==> src/rtl/mem_arbiter.sv <==
// mem_arbiter: shares one single-port memory between the instruction-fetch
// (IF) and load/store (LS) paths. One transaction in flight at a time. The
// command is registered onto the memory port, the fixed read latency is
// waited out, and one response pulse is returned to the owner.
module mem_arbiter #(
    parameter int WIDTH       = 32,
    parameter int ADDR_WIDTH  = 32,
    parameter int MEM_LATENCY = 1
) (
    input  logic                  clk,
    input  logic                  rst,
    // instruction-fetch port
    input  logic                  if_req,
    input  logic [ADDR_WIDTH-1:0] if_addr,
    output logic                  if_gnt,
    output logic                  if_rvalid,
    output logic [WIDTH-1:0]      if_rdata,
    // load/store port
    input  logic                  ls_req,
    input  logic                  ls_we,
    input  logic [ADDR_WIDTH-1:0] ls_addr,
    input  logic [WIDTH-1:0]      ls_wdata,
    input  logic [WIDTH/8-1:0]    ls_be,
    output logic                  ls_gnt,
    output logic                  ls_rvalid,
    output logic [WIDTH-1:0]      ls_rdata,
    // memory port
    output logic                  mem_en,
    output logic                  mem_we,
    output logic [ADDR_WIDTH-1:0] mem_addr,
    output logic [WIDTH-1:0]      mem_wdata,
    output logic [WIDTH/8-1:0]    mem_be,
    input  logic [WIDTH-1:0]      mem_rdata
);

    localparam int BE_W  = WIDTH / 8;
    localparam int CNT_W = $clog2(MEM_LATENCY + 1);

    typedef enum logic [1:0] {
        S_IDLE,
        S_ISSUE,
        S_WAIT,
        S_RESP
    } state_t;

    typedef enum logic {
        OWN_IF,
        OWN_LS
    } owner_t;

    state_t                state_q, state_d;
    owner_t                owner_q, owner_d;
    owner_t                last_owner_q, last_owner_d;
    logic [CNT_W-1:0]      cnt_q, cnt_d;
    logic                  cmd_we_q, cmd_we_d;
    logic                  mem_en_q, mem_en_d;
    logic                  mem_we_q, mem_we_d;
    logic [ADDR_WIDTH-1:0] mem_addr_q, mem_addr_d;
    logic [WIDTH-1:0]      mem_wdata_q, mem_wdata_d;
    logic [BE_W-1:0]       mem_be_q, mem_be_d;
    logic [WIDTH-1:0]      if_rdata_q, if_rdata_d;
    logic [WIDTH-1:0]      ls_rdata_q, ls_rdata_d;

    logic                  pick_if;

    // Round robin: on contention the requester not granted last wins; a lone
    // requester always wins.
    assign pick_if = if_req && (!ls_req || (last_owner_q == OWN_LS));

    // Next-state, grant and memory-command logic.
    always_comb begin
        // NOTE: every signal gets a default before the case so no path
        // leaves one unassigned, which would infer a latch.
        state_d      = state_q;
        owner_d      = owner_q;
        last_owner_d = last_owner_q;
        cnt_d        = cnt_q;
        cmd_we_d     = cmd_we_q;
        mem_en_d     = 1'b0;
        mem_we_d     = 1'b0;
        mem_addr_d   = mem_addr_q;
        mem_wdata_d  = mem_wdata_q;
        mem_be_d     = mem_be_q;
        if_rdata_d   = if_rdata_q;
        ls_rdata_d   = ls_rdata_q;
        if_gnt       = 1'b0;
        ls_gnt       = 1'b0;

        unique case (state_q)
            S_IDLE: begin
                // Grants are suppressed while reset is held so every output
                // reads zero during reset.
                if (!rst && pick_if) begin
                    if_gnt       = 1'b1;
                    owner_d      = OWN_IF;
                    last_owner_d = OWN_IF;
                    cmd_we_d     = 1'b0;
                    mem_en_d     = 1'b1;
                    mem_we_d     = 1'b0;
                    mem_addr_d   = if_addr;
                    mem_wdata_d  = '0;
                    mem_be_d     = '1;
                    state_d      = S_ISSUE;
                end else if (!rst && ls_req) begin
                    ls_gnt       = 1'b1;
                    owner_d      = OWN_LS;
                    last_owner_d = OWN_LS;
                    cmd_we_d     = ls_we;
                    mem_en_d     = 1'b1;
                    mem_we_d     = ls_we;
                    mem_addr_d   = ls_addr;
                    mem_wdata_d  = ls_wdata;
                    mem_be_d     = ls_be;
                    state_d      = S_ISSUE;
                end
            end
            S_ISSUE: begin
                // mem_en is high for this cycle only; start the latency count.
                cnt_d   = CNT_W'(MEM_LATENCY);
                state_d = S_WAIT;
            end
            S_WAIT: begin
                cnt_d = cnt_q - CNT_W'(1);
                if (cnt_q == CNT_W'(1)) begin
                    // Read data is valid in the last wait cycle; stores leave
                    // the load-data register untouched.
                    if (!cmd_we_q) begin
                        if (owner_q == OWN_IF) begin
                            if_rdata_d = mem_rdata;
                        end else begin
                            ls_rdata_d = mem_rdata;
                        end
                    end
                    state_d = S_RESP;
                end
            end
            S_RESP: begin
                state_d = S_IDLE;
            end
            default: begin
                state_d = S_IDLE;
            end
        endcase
    end

    // State and registered memory-port / read-data storage.
    always_ff @(posedge clk or posedge rst) begin
        if (rst) begin
            state_q      <= S_IDLE;
            owner_q      <= OWN_LS;
            last_owner_q <= OWN_LS;
            cnt_q        <= '0;
            cmd_we_q     <= 1'b0;
            mem_en_q     <= 1'b0;
            mem_we_q     <= 1'b0;
            mem_addr_q   <= '0;
            mem_wdata_q  <= '0;
            mem_be_q     <= '0;
            if_rdata_q   <= '0;
            ls_rdata_q   <= '0;
        end else begin
            // NOTE: non-blocking assignments so every register samples the
            // pre-edge values regardless of statement order.
            state_q      <= state_d;
            owner_q      <= owner_d;
            last_owner_q <= last_owner_d;
            cnt_q        <= cnt_d;
            cmd_we_q     <= cmd_we_d;
            mem_en_q     <= mem_en_d;
            mem_we_q     <= mem_we_d;
            mem_addr_q   <= mem_addr_d;
            mem_wdata_q  <= mem_wdata_d;
            mem_be_q     <= mem_be_d;
            if_rdata_q   <= if_rdata_d;
            ls_rdata_q   <= ls_rdata_d;
        end
    end

    assign mem_en    = mem_en_q;
    assign mem_we    = mem_we_q;
    assign mem_addr  = mem_addr_q;
    assign mem_wdata = mem_wdata_q;
    assign mem_be    = mem_be_q;
    assign if_rdata  = if_rdata_q;
    assign ls_rdata  = ls_rdata_q;
    assign if_rvalid = (state_q == S_RESP) && (owner_q == OWN_IF);
    assign ls_rvalid = (state_q == S_RESP) && (owner_q == OWN_LS);

endmodule
==> config.mk <==
export PLATFORM = sky130hd
export DESIGN_NAME = mem_arbiter
export DESIGN_NICKNAME = d
export VERILOG_FILES = /design/src/rtl/mem_arbiter.sv
export SDC_FILE = /design/constraint.sdc
export NUM_CORES = 1
export LEC_CHECK = 0
export BUFFER_PORTS_ARGS = -buffer_cell sky130_fd_sc_hd__buf_4
export CAP_MARGIN = 20
export CORE_UTILIZATION = 35
export CTS_CLUSTER_DIAMETER = 40
export DETAILED_ROUTE_END_ITERATION = 10
export PLACE_DENSITY_LB_ADDON = 0.2
export SLEW_MARGIN = 40
export SYNTH_ARGS = -nofsm -noshare
export SYNTH_HDL_FRONTEND = slang
export SYNTH_SLANG_ARGS = --single-unit
==> constraint.sdc <==
create_clock -name clk -period 3.98 [get_ports clk]
set_input_delay 0 -clock clk [delete_from_list [all_inputs] [get_ports clk]]
set_output_delay 0 -clock clk [all_outputs]
set_load 0.01 [all_outputs]
==> flow_summary.ini, run 1 <==
[clock_network]
clk_pin_slew_ps = 60
clk_latency_ps = 400
htreeDepth = 4
post_cts_buffers = 0
cts_buffers = 17
clock-sinks = 139
clockBufferDepth = 2
cts_tree = built
root_buffer = clkbuf_16

[critical_path]
cp.required_ps = 4260
crit_path_start_kind = register
crit_type = register to register
arrival_ps = 3240
endpoint_kind = register
cp_max_fo = 37

[yosys]
synth_top_area_cell = dfrtp_1
syn_inst = 434
ys_seq_area_share_pct = 61.0
yosys-top-cells-area = dfrtp_1 60%, mux2_2 12%, a22o_1 5.1%, or3b_1 4.9%, a31oi_1 3.5%
ys_types = 29
yosysTopAreaCellShare_pct = 60.5
avgSynthCellArea_um2 = 13.2
synth_flop_cell = dfrtp_1
synth_seq_cells = 139
syn-num-nets = 574
synth_common_cells = 138 x dfrtp_1, 62 x mux2_2, 33 x a21oi_1, 33 x a22o_1
async_flop_share_pct = 100
yosys_warnings = 0
synth-edff-count = 0
yosysMostFrequentCell = dfrtp_1
synth.cell_area_um2 = 5710

[detailed_routing]
num_vias = 5208
routed_wl_um = 17400
drt-initial-drc-count = 260
drc = 0
post_drt_wl_per_cell_um = 16.5
first_pass_iters = 4
via_per_inst = 4.92
ant_nets = 0

[global_routing]
antenna_found_initial = 0
grt_pass1_vias = 5439
overflow = 0
grt_max_degree = 105
grt_first_pass_wirelength_um = 27200
grt_use_total_pct = 21.0

[floorplanning]
core-area_um2 = 15900
num_rows = 46
die_height_um = 130
num_io_pins = 275
initial_core_util_pct = 35.9
die_width_um = 130
floorplan.die_area_um2 = 16800

[place]
gp_congestion = 0.757
portBuffers = 274
dp.final_hpwl_um = 10900
placed_area_um2 = 7940

[sta]
finalMaxSlewViolations = 0
fin_skew_ps = 6.53
worst_pin_slew_ps = 721
grt_setup_unrepaired = no
period_needed_ps = 2960
setup_viol = 0
hold_viol = 0
fin_setup_tns_ps = 0
relSlewSlack_pct = 51.9
fmax_mhz = 338
period_share_pct = 74.3

[finish]
post-route-util_pct = 62.2
finalNetCount = 969
multi_input_area_um2 = 2050
final_design_area_no_fill_um2 = 9880
seqCellArea_um2 = 3480
drive_above_1_share_pct = 45.5
antenna_cells = 0
fillers = 1238
syn2layout_area_growth_pct = 73.1

[run]
drv_cap = 0

[power_and_ir_drop]
ir_worst_vdd_mv = 0.365
pwr_density_cell_nw_per_um2 = 743
p_leak_nw = 4.54

[min_path]
hold_path_class = input port to register

[outcome]
outcome = finished clean
layer usage:
metal	global-route usage, %	part of all wire, %	vias to the layer above
met5	0	0	-
met4	6.91	1.2	0
met3	7.67	8.5	14
met2	35.5	50	220
met1	24.7	40	2563
li1	-	-	2411
final cells by class:
| cell class | instances | area share (%) |
|---|---|---|
| timing repair buffer | 413 | 35.0 |
| sequential | 139 | 35.2 |
| tap | 216 | 2.74 |
| multi-input combinational | 253 | 20.8 |
| inverter | 5 | 0.266 |
| clock inverter | 13 | 1.44 |
| clock buffer | 19 | 4.58 |
logic make-up (layout without fill, tap and decap cells):
family                   Yosys count  after routing  share of synthesized area, %
multiplexers                      66             66                          13.0
flip-flops                       139            139                          61.0
AND/OR/NAND/NOR                   47             47                          6.58
adder cells (fa/ha/maj)            3              3                         0.658
AO/OA/AOI/OAI                    137            137                          15.3
buffers and inverters             42            450                          3.49
sequential cells by signal (all words and copies together) (netlist names):
signal and flops:
last_owner_q 1, mem_we 1, if_rdata 32, cnt_q 1, ls_rdata 32, mem_en 1, mem_addr 32, state_q 2
mem_be 4, mem_wdata 32, cmd_we_q 1
path summary, 6_finish.rpt:
kind	from	slack (ps)	depth (start not counted)	endpoint
max	state_q[0]	1020	7	mem_addr[25]
min	ls_req	150	3	mem_be[0]
max reg2reg	state_q[0]	1020	7	mem_addr[25]
min reg2reg	if_rdata[1]	490	1	if_rdata[1]
max in group asynchronous	rst	2760	4	if_rdata[28]
min in group asynchronous	rst	310	3	mem_addr[27]
cell usage in the layout (no fill, tap or decap), drive strengths merged:
cell,n
nand2b,1
mux2,66
bufinv,2
nor3b,1
a21o,1
a22o,33
nor3,1
or2,1
clkinvlp,4
o21bai,1
nand4b,1
nand2,3
a31oi,32
inv,7
buf,279
dlygate4sd3,134
or3b,32
dfrtp,138
nand3,1
nor2b,4
dfstp,1
and2,2
ha,3
o22a,5
a21oi,33
clkbuf,19
clkinv,5
o21ai,32
critical path: stages (launching register included):
cell           delay, ps
dfrtp_1              400
inv_1                 90
ha_1                 210
nor2b_2              200
nand2_2              420
inv_2                710
a31oi_1              180
dlygate4sd3_1        620
report_power, final:
group          switching (W)  total (W)  leakage (nW)  internal, W
clock network       0.000607    0.00157         0.283     0.000960
logic                0.00133    0.00322          2.61      0.00189
registers           0.000430    0.00255          1.65      0.00212
metrics by stage:
| stage | setup WS (ps) | power [W] | hold slack (ps) | std cells |
|---|---|---|---|---|
| floorplan | 257 | 0.00392 | 126 | 434 |
| finish | 1020 | 0.00734 | 147 | 1058 |
| global route | 732 | 0.00779 | 135 | 1058 |
| detailed placement | 1550 | 0.00542 | 222 | 892 |
| CTS | 1030 | 0.00737 | 104 | 1058 |
| global placement | 1190 | 0.00532 | 209 | 891 |
timing repair:
item / in CTS / in global routing
hold endpoints to repair: 236 / 0
hold buffers: 134 / 0
resized for setup: 0 / 0
(Power assumes the default switching activity.)
==> run 2: changes to the inputs <==
Settings changed: ABC_AREA set to 1.
Clock period 3.98 ns to 2.58 ns, I/O delays scaled along.
==> flow_summary.ini, run 2 <==
[critical_path]
startpoint = state_q[0]
crit_type = register to register
cp_max_fo = 55
r2r_cells = 8
r2r_end = mem_addr[9]
reg2reg_from = state_q[0]
crit_path_start_kind = register
endpoint_kind = register
cp.required_ps = 2940
worst-r2r-setup-slack_ps = 250
arrival_ps = 2690

[clock_network]
cts_buffers = 17
root_buffer = clkbuf_16
htreeDepth = 4
cts_tree = built
clk_latency_ps = 410
clk_pin_slew_ps = 60
post_cts_buffers = 0
clock-sinks = 139
clockBufferDepth = 2

[floorplanning]
die_width_um = 132
num_io_pins = 275
num_rows = 47
floorplan.die_area_um2 = 17500
die_height_um = 132
core-area_um2 = 16600
initial_core_util_pct = 35.9

[detailed_routing]
post_drt_wl_per_cell_um = 13.6
drc = 0
ant_nets = 0
num_vias = 6028
drt-initial-drc-count = 331
via_per_inst = 4.47
first_pass_iters = 4
routed_wl_um = 18400

[yosys]
synth-simple-area-share_pct = 25.2
synth_compound_area_share_pct = 5.70
yosys_warnings = 0
syn_inst = 722
synth-xor-area-share_pct = 0
yosysTopAreaCellShare_pct = 58.0
ys_types = 18
synth_mux_area_share_pct = 0
synth_fa_ha_area_share_pct = 0.631
synth_top_family_by_area = simple AND/OR/NAND/NOR gates
synth_common_cells = 254 x nand2_1, 138 x dfrtp_1, 111 x inv_1, 99 x nand3_1, 66 x o21ai_0
avgSynthCellArea_um2 = 8.24
synth-edff-count = 0
ys_seq_area_share_pct = 58.5
synth_top_area_cell = dfrtp_1
syn-num-nets = 862
synth.cell_area_um2 = 5950
synth_flop_cell = dfrtp_1
yosysMostFrequentCell = nand2_1
synth_seq_cells = 139
yosys-top-cells-area = dfrtp_1 58%, nand2_1 16%, nand3_1 8.3%, inv_1 7.0%, o21ai_0 5.5%
async_flop_share_pct = 100

[finish]
antenna_cells = 0
fillers = 1460
finalNetCount = 1259
final_design_area_no_fill_um2 = 10100
final_common_cell = buf_4
drive_above_1_share_pct = 28.5
syn2layout_area_growth_pct = 70.1
mostFrequentLayoutCells = 279 x buf_4, 254 x nand2_1, 138 x dfrtp_1, 134 x dlygate4sd3_1, 110 x inv_1
layout.cells.non_filler = 1350

[sta]
worst_pin_slew_ps = 748
fmax_mhz = 428
finalMaxSlewViolations = 0
period_needed_ps = 2330
fin_skew_ps = 7.52
whs_ps = 43.4
setup_viol = 0
period_share_pct = 90.5
grt_setup_unrepaired = no
hold_viol = 0
relSlewSlack_pct = 50.1
fin_setup_tns_ps = 0

[global_routing]
overflow = 0
antenna_found_initial = 0
grt_use_total_pct = 21.7
grt_max_degree = 140
grt_pass1_vias = 6076
grt_first_pass_wirelength_um = 29900

[place]
portBuffers = 274
dp.final_hpwl_um = 11600
post-place-cells = 1186
gp_congestion = 0.787
placed_area_um2 = 8230

[outcome]
outcome = finished clean

[power_and_ir_drop]
ir_worst_vdd_mv = 0.507
pwr_density_cell_nw_per_um2 = 1060
p_leak_nw = 5.55

[min_path]
min_delay_path_depth = 5
hold_path_class = input port to register
min-delay-start = if_req
holdPathEnd = state_q[1]

[run]
drv_cap = 0
-- run 2: cell count changes after synthesis, moves of 5 or more --
cell	before	now
o21ai_0	32	66
a31oi_1	32	0
a22o_1	33	0
inv_1	3	111
nand2_1	2	254
o22a_1	5	0
or3b_1	32	0
a21oi_1	33	0
mux2_2	62	0
nand3_1	1	99
-- run 2: timing repair --
| action | CTS | global route |
|---|---|---|
| hold buffers | 134 | 0 |
| endpoints found under the hold margin | 272 | 0 |
| gates resized for setup | 0 | 0 |
-- run 2: worst max-delay path by stage --
stage / end / slack (ps)
floorplan: mem_wdata[4] / -360
global route: mem_addr[14] / 100
global placement: ls_rdata[16] / 750
detailed placement: ls_rdata[16] / 690
finish: mem_addr[9] / 250
CTS: mem_addr[9] / 250
-- run 2: cell families after synthesis --
family / Yosys count
AO/OA/AOI/OAI: 67
adder cells (fa/ha/maj): 3
buffers and inverters: 151
flip-flops: 139
AND/OR/NAND/NOR: 362
-- run 2: power breakdown --
part	internal, W	switching, W	total (W)
clock network	0.00136	0.000910	0.00227
registers	0.00328	0.000625	0.00391
logic	0.00223	0.00227	0.00451
total	0.00688	0.00381	0.0107
-- run 2: final cells by class --
class | count | area [um^2] | area share, %
well taps | 220 | 275 | 2.72
inverters | 112 | 424 | 4.19
clock inverters | 10 | 95.1 | 0.939
multi-input cells | 432 | 1880 | 18.6
clock buffers | 20 | 457 | 4.51
repair buffers | 417 | 3520 | 34.7
flip-flops and latches | 139 | 3480 | 34.4
-- run 2: per-stage QoR --
stage	util (%)	total power (W)	setup slack, ps
after detailed placement	49.6	0.00823	690
final	61.1	0.0107	246
after CTS	61.1	0.0108	249
after global placement	49.6	0.00815	751
after global routing	61.1	0.0114	103
after floorplan	-	0.00586	-355
-- run 2: routing by layer --
layer | global-route usage, % | wire (um) | up-vias
met4 | 9.45 | 465 | 0
met1 | 25.6 | 7630 | 2782
met2 | 37.3 | 9210 | 211
met5 | 0 | 0 | -
li1 | - | - | 3004
met3 | 5.34 | 1080 | 31
-- run 2: worst max-delay path, cell delays in order, from the launching register on --
cell and delay (ps):
dfrtp_1 400, inv_1 90, ha_1 180, inv_1 80, nor2_4 390, buf_12 310
nand3_1 130, dlygate4sd3_1 610, nand2_1 60
